**src/rtl/sram_bank_req_seq_pkg.sv**
```systemverilog
// Shared types and constants for the SRAM bank request sequencer.
// Optional build macro used by the top level: SRAM_SEQ_PERF_CNT_EN.
package sram_bank_req_seq_pkg;

    localparam int BANK_LANES    = 4;
    localparam int LANE_WIDTH    = $clog2(BANK_LANES);
    localparam int SEQ_ROW_WIDTH = 7;
    localparam int SEQ_LEN_WIDTH = 8;

    typedef enum logic [1:0] {
        IDLE  = 2'd0,
        WR    = 2'd1,
        RD    = 2'd2,
        DRAIN = 2'd3
    } seq_state_e;

    // Decoded burst request as presented on the request port.
    typedef struct packed {
        logic                     wr;
        logic                     mode;
        logic [SEQ_ROW_WIDTH-1:0] row;
        logic [LANE_WIDTH-1:0]    lane;
        logic [SEQ_LEN_WIDTH-1:0] len;
    } bank_req_t;

endpackage

```
**src/rtl/sram_bank_req_seq_if.sv**
```systemverilog
// Request, write-stream, response and bank-command signals of the sequencer.
// master = sequencer side, slave = cache data path plus bank wrapper side.
interface sram_bank_req_seq_if
    import sram_bank_req_seq_pkg::*;
#(
    parameter int ADDR_WIDTH = 10,
    parameter int DATA_WIDTH = 32,
    parameter int LEN_WIDTH  = 8
);
    logic                  req_vld;
    logic                  req_rdy;
    logic                  req_wr;
    logic                  req_mode;
    logic [ADDR_WIDTH-4:0] req_row;
    logic [LANE_WIDTH-1:0] req_lane;
    logic [LEN_WIDTH-1:0]  req_len;

    logic                  wdat_vld;
    logic                  wdat_rdy;
    logic [DATA_WIDTH-1:0] wdat;

    logic                  rsp_vld;
    logic                  rsp_rdy;
    logic [DATA_WIDTH-1:0] rsp_data;

    logic                  busy;

    logic [ADDR_WIDTH-1:0] addr;
    logic                  wr_cmd_vld;
    logic [DATA_WIDTH-1:0] wr_data;
    logic                  rd_cmd_vld;
    logic [DATA_WIDTH-1:0] rd_data;

    modport master (
        input  req_vld, req_wr, req_mode, req_row, req_lane, req_len,
        input  wdat_vld, wdat, rsp_rdy, rd_data,
        output req_rdy, wdat_rdy, rsp_vld, rsp_data, busy,
        output addr, wr_cmd_vld, wr_data, rd_cmd_vld
    );

    modport slave (
        output req_vld, req_wr, req_mode, req_row, req_lane, req_len,
        output wdat_vld, wdat, rsp_rdy, rd_data,
        input  req_rdy, wdat_rdy, rsp_vld, rsp_data, busy,
        input  addr, wr_cmd_vld, wr_data, rd_cmd_vld
    );

endinterface

```
**src/rtl/sram_seq_rsp_fifo.sv**
```systemverilog
// Read-response FIFO for the bank sequencer; output is read from registered
// storage and forced to zero while empty.
module sram_seq_rsp_fifo #(
    parameter int DATA_WIDTH = 32,
    parameter int RSP_DEPTH  = 4
) (
    input  logic                      clk,
    input  logic                      rst,
    input  logic                      push_i,
    input  logic [DATA_WIDTH-1:0]     push_data_i,
    input  logic                      pop_i,
    output logic [DATA_WIDTH-1:0]     pop_data_o,
    output logic                      vld_o,
    output logic [$clog2(RSP_DEPTH):0] count_o
);
    localparam int PTR_WIDTH = $clog2(RSP_DEPTH);
    localparam int CNT_WIDTH = PTR_WIDTH + 1;

    logic [DATA_WIDTH-1:0] mem_q [RSP_DEPTH];
    logic [PTR_WIDTH-1:0]  wr_ptr_q;
    logic [PTR_WIDTH-1:0]  rd_ptr_q;
    logic [CNT_WIDTH-1:0]  count_q;
    logic [CNT_WIDTH-1:0]  count_d;
    logic                  do_pop;
    logic                  full;

    assign full    = (count_q == CNT_WIDTH'(RSP_DEPTH));
    assign vld_o   = (count_q != '0);
    assign do_pop  = pop_i && vld_o;
    assign count_d = count_q + CNT_WIDTH'(push_i) - CNT_WIDTH'(do_pop);
    assign count_o = count_q;

    assign pop_data_o = vld_o ? mem_q[rd_ptr_q] : '0;

    always_ff @(posedge clk or posedge rst) begin
        if (rst) begin
            wr_ptr_q <= '0;
            rd_ptr_q <= '0;
            count_q  <= '0;
        end else begin
            if (push_i) begin
                wr_ptr_q <= wr_ptr_q + PTR_WIDTH'(1);
            end
            if (do_pop) begin
                rd_ptr_q <= rd_ptr_q + PTR_WIDTH'(1);
            end
            count_q <= count_d;
        end
    end

    // Storage needs no reset: entries are only visible once counted in.
    always_ff @(posedge clk) begin
        if (push_i) begin
            mem_q[wr_ptr_q] <= push_data_i;
        end
    end

    sim_assert_no_overflow : assert property (
        @(posedge clk) disable iff (rst) !(push_i && full && !pop_i)
    );

endmodule

```
**src/rtl/sram_bank_req_seq.sv**
```systemverilog
// Burst sequencer driving one SRAM bank wrapper: one bank command per cycle.
// Optional perf counters are enabled by defining SRAM_SEQ_PERF_CNT_EN.
module sram_bank_req_seq
    import sram_bank_req_seq_pkg::*;
#(
    parameter int ADDR_WIDTH = 10,
    parameter int DATA_WIDTH = 32,
    parameter int LEN_WIDTH  = 8,
    parameter int RSP_DEPTH  = 4
) (
    input  logic                 clk,
    input  logic                 rst,
    sram_bank_req_seq_if.master  bus
`ifdef SRAM_SEQ_PERF_CNT_EN
    ,
    output logic [31:0]          perf_cmd_cnt,
    output logic [31:0]          perf_stall_cnt
`endif
);
    localparam int ROW_WIDTH = ADDR_WIDTH - 3;
    localparam int POS_WIDTH = ROW_WIDTH + LANE_WIDTH;
    localparam int CNT_WIDTH = $clog2(RSP_DEPTH) + 1;

    localparam logic [1:0] ST_IDLE  = IDLE;
    localparam logic [1:0] ST_WR    = WR;
    localparam logic [1:0] ST_RD    = RD;
    localparam logic [1:0] ST_DRAIN = DRAIN;

    logic [1:0]            state_q, state_d;
    logic                  mode_q, mode_d;
    logic [POS_WIDTH-1:0]  pos_q, pos_d;
    logic [LEN_WIDTH-1:0]  len_q, len_d;
    logic [LEN_WIDTH-1:0]  beat_q, beat_d;
    logic [ADDR_WIDTH-1:0] last_addr_q, last_addr_d;
    logic                  cap_q, cap_d;

    logic [CNT_WIDTH-1:0]  fifo_count;
    logic                  credit;
    logic                  rd_issue;
    logic                  wr_fire;
    logic                  last_beat;
    logic [ADDR_WIDTH-1:0] cur_addr;
    bank_req_t             req_in;

    assign req_in = '{wr: bus.req_wr, mode: bus.req_mode, row: bus.req_row,
                      lane: bus.req_lane, len: bus.req_len};

    // pos_q is {row, lane} of the next beat, so one increment steps lane and carries into row.
    assign cur_addr  = {pos_q, mode_q};
    assign credit    = (fifo_count + CNT_WIDTH'(cap_q)) < CNT_WIDTH'(RSP_DEPTH);
    assign rd_issue  = (state_q == ST_RD) && credit;
    assign wr_fire   = (state_q == ST_WR) && bus.wdat_vld;
    assign last_beat = (beat_q == len_q);

    assign bus.req_rdy    = (state_q == ST_IDLE) && !rst;
    assign bus.wdat_rdy   = (state_q == ST_WR);
    assign bus.wr_cmd_vld = wr_fire;
    assign bus.wr_data    = (state_q == ST_WR) ? bus.wdat : '0;
    assign bus.rd_cmd_vld = rd_issue | cap_q;
    assign bus.addr       = ((state_q == ST_WR) || rd_issue) ? cur_addr : last_addr_q;
    assign bus.busy       = (state_q != ST_IDLE) || (fifo_count != '0);

    always_comb begin
        state_d     = state_q;
        mode_d      = mode_q;
        pos_d       = pos_q;
        len_d       = len_q;
        beat_d      = beat_q;
        last_addr_d = last_addr_q;
        cap_d       = rd_issue;
        case (state_q)
            ST_IDLE: begin
                if (bus.req_vld) begin
                    mode_d  = req_in.mode;
                    pos_d   = {req_in.row, req_in.lane};
                    len_d   = req_in.len;
                    beat_d  = '0;
                    state_d = req_in.wr ? ST_WR : ST_RD;
                end
            end
            ST_WR: begin
                if (wr_fire) begin
                    pos_d       = pos_q + POS_WIDTH'(1);
                    beat_d      = beat_q + LEN_WIDTH'(1);
                    last_addr_d = cur_addr;
                    if (last_beat) begin
                        state_d = ST_IDLE;
                    end
                end
            end
            ST_RD: begin
                if (rd_issue) begin
                    pos_d       = pos_q + POS_WIDTH'(1);
                    beat_d      = beat_q + LEN_WIDTH'(1);
                    last_addr_d = cur_addr;
                    if (last_beat) begin
                        state_d = ST_DRAIN;
                    end
                end
            end
            ST_DRAIN: begin
                state_d = ST_IDLE;
            end
            default: begin
                state_d = ST_IDLE;
            end
        endcase
    end

    always_ff @(posedge clk or posedge rst) begin
        if (rst) begin
            state_q     <= ST_IDLE;
            mode_q      <= 1'b0;
            pos_q       <= '0;
            len_q       <= '0;
            beat_q      <= '0;
            last_addr_q <= '0;
            cap_q       <= 1'b0;
        end else begin
            state_q     <= state_d;
            mode_q      <= mode_d;
            pos_q       <= pos_d;
            len_q       <= len_d;
            beat_q      <= beat_d;
            last_addr_q <= last_addr_d;
            cap_q       <= cap_d;
        end
    end

    // The bank only drives rd_data while rd_cmd_vld is high, which cap_q guarantees.
    sram_seq_rsp_fifo #(
        .DATA_WIDTH (DATA_WIDTH),
        .RSP_DEPTH  (RSP_DEPTH)
    ) u_rsp_fifo (
        .clk         (clk),
        .rst         (rst),
        .push_i      (cap_q),
        .push_data_i (bus.rd_data),
        .pop_i       (bus.rsp_rdy),
        .pop_data_o  (bus.rsp_data),
        .vld_o       (bus.rsp_vld),
        .count_o     (fifo_count)
    );

`ifdef SRAM_SEQ_PERF_CNT_EN
    logic [31:0] perf_cmd_q;
    logic [31:0] perf_stall_q;
    logic        stall_evt;

    assign stall_evt = ((state_q == ST_WR) && !bus.wdat_vld) ||
                       ((state_q == ST_RD) && !credit);

    always_ff @(posedge clk or posedge rst) begin
        if (rst) begin
            perf_cmd_q   <= '0;
            perf_stall_q <= '0;
        end else begin
            if ((rd_issue || wr_fire) && (perf_cmd_q != '1)) begin
                perf_cmd_q <= perf_cmd_q + 32'd1;
            end
            if (stall_evt && (perf_stall_q != '1)) begin
                perf_stall_q <= perf_stall_q + 32'd1;
            end
        end
    end

    assign perf_cmd_cnt   = perf_cmd_q;
    assign perf_stall_cnt = perf_stall_q;
`endif

endmodule

```
**src/flat_wrapper.sv**
```systemverilog
// flat-port wrapper written by rule: the top's interface ports become plain ports
module sram_bank_req_seq_flat import sram_bank_req_seq_pkg::*;
#(
    parameter int ADDR_WIDTH = 10,
    parameter int DATA_WIDTH = 32,
    parameter int LEN_WIDTH  = 8,
    parameter int RSP_DEPTH  = 4
)
  (clk, rst, bus_req_vld, bus_req_wr, bus_req_mode, bus_req_row, bus_req_lane, bus_req_len, bus_wdat_vld, bus_wdat, bus_rsp_rdy, bus_rd_data, bus_req_rdy, bus_wdat_rdy, bus_rsp_vld, bus_rsp_data, bus_busy, bus_addr, bus_wr_cmd_vld, bus_wr_data, bus_rd_cmd_vld);
  sram_bank_req_seq_if #(.ADDR_WIDTH(ADDR_WIDTH), .DATA_WIDTH(DATA_WIDTH), .LEN_WIDTH(LEN_WIDTH)) bus_i ();
  input  logic clk;
  input  logic rst;
  input wire logic [$bits(bus_i.req_vld)-1:0] bus_req_vld;
  input wire logic [$bits(bus_i.req_wr)-1:0] bus_req_wr;
  input wire logic [$bits(bus_i.req_mode)-1:0] bus_req_mode;
  input wire logic [$bits(bus_i.req_row)-1:0] bus_req_row;
  input wire logic [$bits(bus_i.req_lane)-1:0] bus_req_lane;
  input wire logic [$bits(bus_i.req_len)-1:0] bus_req_len;
  input wire logic [$bits(bus_i.wdat_vld)-1:0] bus_wdat_vld;
  input wire logic [$bits(bus_i.wdat)-1:0] bus_wdat;
  input wire logic [$bits(bus_i.rsp_rdy)-1:0] bus_rsp_rdy;
  input wire logic [$bits(bus_i.rd_data)-1:0] bus_rd_data;
  output wire logic [$bits(bus_i.req_rdy)-1:0] bus_req_rdy;
  output wire logic [$bits(bus_i.wdat_rdy)-1:0] bus_wdat_rdy;
  output wire logic [$bits(bus_i.rsp_vld)-1:0] bus_rsp_vld;
  output wire logic [$bits(bus_i.rsp_data)-1:0] bus_rsp_data;
  output wire logic [$bits(bus_i.busy)-1:0] bus_busy;
  output wire logic [$bits(bus_i.addr)-1:0] bus_addr;
  output wire logic [$bits(bus_i.wr_cmd_vld)-1:0] bus_wr_cmd_vld;
  output wire logic [$bits(bus_i.wr_data)-1:0] bus_wr_data;
  output wire logic [$bits(bus_i.rd_cmd_vld)-1:0] bus_rd_cmd_vld;
  assign bus_i.req_vld = bus_req_vld;
  assign bus_i.req_wr = bus_req_wr;
  assign bus_i.req_mode = bus_req_mode;
  assign bus_i.req_row = bus_req_row;
  assign bus_i.req_lane = bus_req_lane;
  assign bus_i.req_len = bus_req_len;
  assign bus_i.wdat_vld = bus_wdat_vld;
  assign bus_i.wdat = bus_wdat;
  assign bus_i.rsp_rdy = bus_rsp_rdy;
  assign bus_i.rd_data = bus_rd_data;
  assign bus_req_rdy = bus_i.req_rdy;
  assign bus_wdat_rdy = bus_i.wdat_rdy;
  assign bus_rsp_vld = bus_i.rsp_vld;
  assign bus_rsp_data = bus_i.rsp_data;
  assign bus_busy = bus_i.busy;
  assign bus_addr = bus_i.addr;
  assign bus_wr_cmd_vld = bus_i.wr_cmd_vld;
  assign bus_wr_data = bus_i.wr_data;
  assign bus_rd_cmd_vld = bus_i.rd_cmd_vld;
  sram_bank_req_seq #(.ADDR_WIDTH(ADDR_WIDTH), .DATA_WIDTH(DATA_WIDTH), .LEN_WIDTH(LEN_WIDTH), .RSP_DEPTH(RSP_DEPTH)) u_core (.clk(clk), .rst(rst), .bus(bus_i));
endmodule
```
**config.mk**
```make
export PLATFORM = sky130hd
export DESIGN_NAME = sram_bank_req_seq_flat
export DESIGN_NICKNAME = d
export VERILOG_FILES = /design/src/rtl/sram_bank_req_seq_pkg.sv /design/src/rtl/sram_bank_req_seq_if.sv /design/src/rtl/sram_seq_rsp_fifo.sv /design/src/rtl/sram_bank_req_seq.sv /design/src/flat_wrapper.sv
export SDC_FILE = /design/constraint.sdc
export NUM_CORES = 1
export LEC_CHECK = 0
export ABC_AREA = 1
export ABC_CLOCK_PERIOD_IN_PS = 2460
export BUFFER_PORTS_ARGS = -buffer_cell sky130_fd_sc_hd__buf_2
export CORE_MARGIN = 3
export CORE_UTILIZATION = 40
export CTS_BUF_LIST = sky130_fd_sc_hd__clkbuf_4 sky130_fd_sc_hd__clkbuf_8
export CTS_CLUSTER_SIZE = 12
export DETAILED_ROUTE_END_ITERATION = 8
export HOLD_SLACK_MARGIN = 0.08
export MAX_ROUTING_LAYER = met4
export PLACE_DENSITY_LB_ADDON = 0.08
export SLEW_MARGIN = 0
export SYNTH_ARGS = -nofsm -noshare
export SYNTH_HDL_FRONTEND = slang
export SYNTH_SLANG_ARGS = --single-unit
```
**constraint.sdc**
```tcl
create_clock -name clk -period 2.46 [get_ports clk]
set_clock_uncertainty 0.05 [all_clocks]
set_input_delay 0.246 -clock clk [delete_from_list [all_inputs] [get_ports clk]]
set_output_delay 0.246 -clock clk [all_outputs]
set_load 0.05 [all_outputs]
```
Word level (Yosys, flattened, before mapping)
Memory sizes are Yosys's and may differ from the RTL's.
Cells that the tools add are included.
Word-level totals
  flip-flop bits (word level): 46
  RAM bits: 128
  bits of input ports: 88
  logic and storage cells: 67
  memories kept: 1
Cells by class
  add/subtract/negate cells: 6
  order comparisons: 1
  eq/ne operators: 9
  multiplexer cells: 23
  bitwise operators: 1
  reduce and logical (&&, ||, !) cells: 16
Memory list
  u_core.u_rsp_fifo.mem_q: words 4, bits a word 32, rd ports 1, clocked after Yosys merged registers in 0, wr ports 1, RTL line sram_seq_rsp_fifo.sv:19  | logic [DATA_WIDTH-1:0] mem_q [RSP_DEPTH];
Operators with widths (number)
  two-way mux 32 bit: 2
  two-way mux 10 bit: 3
  two-way mux 9 bit: 3
  case mux 9 bit (3 select lines): 1
  two-way mux 8 bit: 3
  case mux 8 bit (3 select lines): 1
  case mux 10 bit (2 select lines): 1
  two-way mux 2 bit: 6
  adder 9 x 1 -> 9 bit, second input constant: 1
  adder 8 x 1 -> 8 bit, second input constant: 1
  equality test 8 bit: 1
  != test 2 x 1 -> 1 bit, second input constant: 4
  case mux 2 bit (4 select lines): 1
  nonzero test 3 bit: 2
  AND reduction 5 bit: 1
  adder 2 x 1 -> 2 bit, second input constant: 2
  equality test 2 bit, second input constant: 2
  logical AND 1 bit: 4
  AND reduction 4 bit: 1
  nonzero test 2 bit: 2
  adder 3 x 1 -> 3 bit: 1
  less-than comparator 3 bit, second input constant: 1
  AND reduction 3 bit: 1
  subtractor 3 x 1 -> 3 bit: 1
  other kinds (8): 10

Longest topological paths before layout
  depth in word-level cells: 5
  gate-level depth with buffers: 11

Hierarchy
From an unflattened synthesis, not the netlist that was laid out.
Unflattened totals
  cells, all modules: 937
  area total of the unflattened synthesis: 8426.8 um^2
Modules (own cells, without submodules)
  sram_seq_rsp_fifo: times used 1, cells each 555, area each 5856.9 um^2, sequential area each 4018.9 um^2
  sram_bank_req_seq: times used 1, cells each 382, area each 2570.0 um^2, sequential area each 975.9 um^2

Worst setup path after synthesis
No wires, ideal clock.
  path kind: register -> output
  start point: register u_core.state_q[1]
  end point: output bus_addr[3]
  arrival: 2.411 ns
  data required time: 2.164 ns
  path slack: -0.247 ns
  stages on the path, launching flop included: 8
  cell sequence: dfrtp_1 inv_1 ha_1 buf_4 inv_2 o21ai_1 buf_2 o21ai_0
RTL lines
  start: declaration: RTL line sram_bank_req_seq.sv:29  | logic [1:0] state_q, state_d;
  start signal: assignment: RTL line sram_bank_req_seq.sv:120  | state_q <= state_d;
  equality test 2 x 1 -> 1 bit
  named net bus_wdat_rdy: RTL line flat_wrapper.sv:24  | output wire logic [$bits(bus_i.wdat_rdy)-1:0] bus_wdat_rdy;
  logical OR 1 bit: RTL line sram_bank_req_seq.sv:60  | assign bus.addr = ((state_q == ST_WR) || rd_issue) ? cur_addr : last_addr_q;
  two-way mux 10 bit: RTL line sram_bank_req_seq.sv:60
  end: declaration: RTL line flat_wrapper.sv:28  | output wire logic [$bits(bus_i.addr)-1:0] bus_addr;
The timed path passes the listed nets, and every way through them passes these cells.

Final worst setup path
  start point: register u_core.cap_q
  end point: output bus_addr[2]
On the way
  word-level cells in the longest chain between the ends: 5
RTL lines
  start: declaration: RTL line sram_bank_req_seq.sv:35  | logic cap_q, cap_d;
  start signal: assignment: RTL line sram_bank_req_seq.sv:126  | cap_q <= cap_d;
  adder 3 x 1 -> 3 bit: RTL line sram_bank_req_seq.sv:50  | assign credit = (fifo_count + CNT_WIDTH'(cap_q)) < CNT_WIDTH'(RSP_DEPTH);
  less-than comparator 3 bit: RTL line sram_bank_req_seq.sv:50
  logical AND 1 bit: RTL line sram_bank_req_seq.sv:51  | assign rd_issue = (state_q == ST_RD) && credit;
  logical OR 1 bit: RTL line sram_bank_req_seq.sv:60
  two-way mux 10 bit: RTL line sram_bank_req_seq.sv:60
Every way passes these cells.

==> flow_summary.ini <==
[route]
routed_wl_um = 18380
vias_per_cell = 4.576
ant_nets = 0
wl_met3_um = 610
drt_iter0_markers = 240
wl_per_cell_um = 14.24
drc_errors = 0
num_vias = 5908
dr.pass1.iters = 4
met2_length_um = 9378
wl_met1_um = 8268
top_layer_used = met4

[clocking]
clockRootBuffer = clkbuf_8
clk_pin_slew_worst_paths_ps = 90
clkLatencyLatePin_ps = 440
cts_tree = yes
cts_sinks = 174
htree_levels = 4
cts_buffers = 17
cts.path.max_buffers = 2

[cells_and_area]
diodes = 0
design_area_um2 = 10170
area_growth_pct = 29.55
nNetsFinal = 1121
drive_above_1_share = 0.2599

[timing]
hold_viol_final = 0
slew_viol_final = 0
setup_viol = 0
tightest_slew_ps = 610.5
fmax_mhz = 426.5
slew_headroom = 0.5930
period_share = 0.9531
setup_ws_ps = 115.5
hold_slack_ps = 140.9
rsz0062_at_grt = yes
period_minus_slack_ps = 2345

[worst_setup_path]
cpMostUsedCell = nand2_2
critPathMaxStageDelay_ps = 390
crit_path_end_kind = output pin
cp.arrival_ps = 2050
cp_cell_sequence = ha_2 -> ha_4 -> nand2_2 -> nand2_2 -> o21ai_4 -> buf_6 -> nor2_1 -> a21oi_1 -> buf_4
worstPathMaxFanout = 5
critPathBufInv = 2
crit_type = reg -> out
startpoint_type = register
path_delay_family = flip-flops
cp.required_ps = 2160
critPathSlowestCell = dfrtp_1

[power_and_ir_drop]
total_leakage_power_uw = 0.004559
power_density_nw_per_um2 = 1375
total_power_uw = 13990
peakVddDrop_mv = 1.142

[yosys]
synth-seq-area-share = 0.6362
synth-main-ff-cell = edfxtp_1
synth-seq-cells = 174
netlist_instances = 783
synth_area_um2 = 7851
synth_cell_types = 32
async_flop_share = 0.2644
synth_edf_count = 128
synth_area_per_cell_um2 = 10.03
synth_nets = 886
yosysWarnings = 0

[global_routing]
antenna_found_initial = 0
grt_pass1_vias = 5756
grt_use_total = 0.1768
grt.overflow.total = 0
grt_first_pass_wirelength_um = 29590
grt_max_degree = 53

[placement]
dp_hpwl_um = 11680
place_area_um2 = 9034
dp_slack_ps = 334.6
gp_congestion = 0.7978
io_buffer_count = 167

[die]
num_rows = 50
dieArea_um2 = 21350
pin_count = 168
die_y_um = 146.1
start_util = 0.4128
core_um2 = 19020
die_width_um = 146.1

[job]
maxCapViolCount = 0

[status]
status = completed

[min_path]
hold_path_class = in -> reg
-- routing by layer --
metal  up-vias  GRT usage
met1      2752     0.2195
met2       100     0.3043
met5         -          -
li1       3048          -
met3         8    0.03755
met4         0    0.03104
-- Yosys cell counts, types with 10 or more instances --
master	instances	share of area
dfrtp_1	46	0.15
nand2_1	113	0.054
o21ai_1	46	0.029
a21oi_1	44	0.028
ha_1	15	0.024
buf_2	10	0.0064
edfxtp_1	128	0.49
clkbuf_1	19	0.0091
nand3_1	18	0.011
inv_1	83	0.040
o21ai_0	56	0.036
nor2_1	152	0.073
-- flip-flops by register name (all words and copies together) (netlist names) --
register,flops
u_core.u_rsp_fifo.mem_q,128
u_core.last_addr_q,10
u_core.pos_q,9
u_core.beat_q,8
u_core.len_q,8
u_core.u_rsp_fifo.count_o,3
u_core.state_q,2
u_core.u_rsp_fifo.rd_ptr_q,2
u_core.u_rsp_fifo.wr_ptr_q,2
u_core.cap_q,1
u_core.mode_q,1
-- tightest hold or removal path: stages --
cell,delay [ps]
buf_2,90
inv_1,50
nor2_1,80
nand2_1,80
xor2_1,60
-- power by group --
part           total (uW)  switching (uW)  internal [uW]  leakage (uW)
Clock                2150            1090           1060      0.000213
Combinational        7760            5540           2210       0.00263
Sequential           4080             356           3730       0.00172
-- what timing repair did --
action	in CTS	in global routing
hold endpoints to repair	194	0
hold buffers	52	0
gates resized for setup	16	13
setup endpoints to repair	10	33
setup buffers	3	8
gates cloned	2	0
pin swaps	2	3
-- cell families after synthesis --
kind of cell,synth area share
fa+ha+maj,0.02390
compound gates,0.09833
flops,0.6362
buf+inv,0.06646
simple gates,0.1544
xor+xnor,0.01227
mux,0.008446
-- cell usage in the layout, fill, tap and decap left out, drive strengths merged --
| cell type | instances |
|---|---|
| nand4 | 6 |
| nor3 | 2 |
| nand3 | 19 |
| mux2i | 1 |
| dfrtp | 46 |
| or2 | 5 |
| o21ai | 102 |
| clkinv | 1 |
| clkbuf | 19 |
| buf | 200 |
| mux2 | 5 |
| a31o | 1 |
| inv | 97 |
| edfxtp | 128 |
| xnor2 | 5 |
| o31ai | 1 |
| dlygate4sd3 | 52 |
| bufinv | 3 |
| ha | 15 |
| clkinvlp | 3 |
| xor2 | 6 |
| a21oi | 44 |
| nor2 | 153 |
| nand2 | 115 |
| o22ai | 2 |
-- area by class of cell --
cell class	count	area [um^2]
flip-flops and latches	174	4999
inverters	90	340.3
fillers	1772	8847
repair buffers	253	1690
clock inverters	14	197.7
multi-input cells	482	2377
well taps	260	325.3
clock buffers	18	241.5
-- worst paths after layout --
| check | startpoint | endpoint | slack (ps) | cells after the start |
|---|---|---|---|---|
| setup reg to reg | u_core.cap_q | u_core.pos_q[4] | 410 | 11 |
| hold / removal | bus_rsp_rdy | u_core.u_rsp_fifo.rd_ptr_q[1] | 140 | 5 |
| setup / recovery | u_core.cap_q | bus_addr[2] | 120 | 9 |
| max in group asynchronous | rst | u_core.u_rsp_fifo.rd_ptr_q[0] | 1430 | 4 |
| hold reg to reg | u_core.last_addr_q[2] | u_core.last_addr_q[2] | 450 | 2 |
| min in group asynchronous | rst | u_core.last_addr_q[7] | 470 | 4 |
-- through the flow --
step	std cells	util	setup TNS (ps)
6_report	1291	0.5348	0
5_1_grt	1291	0.5348	-62.57
4_1_cts	1283	0.5297	0
3_5_place_dp	1194	0.4750	0
3_3_place_gp	1194	0.4750	0
2_1_floorplan	783	-	-2031
Power figures use the tool's default switching activity.
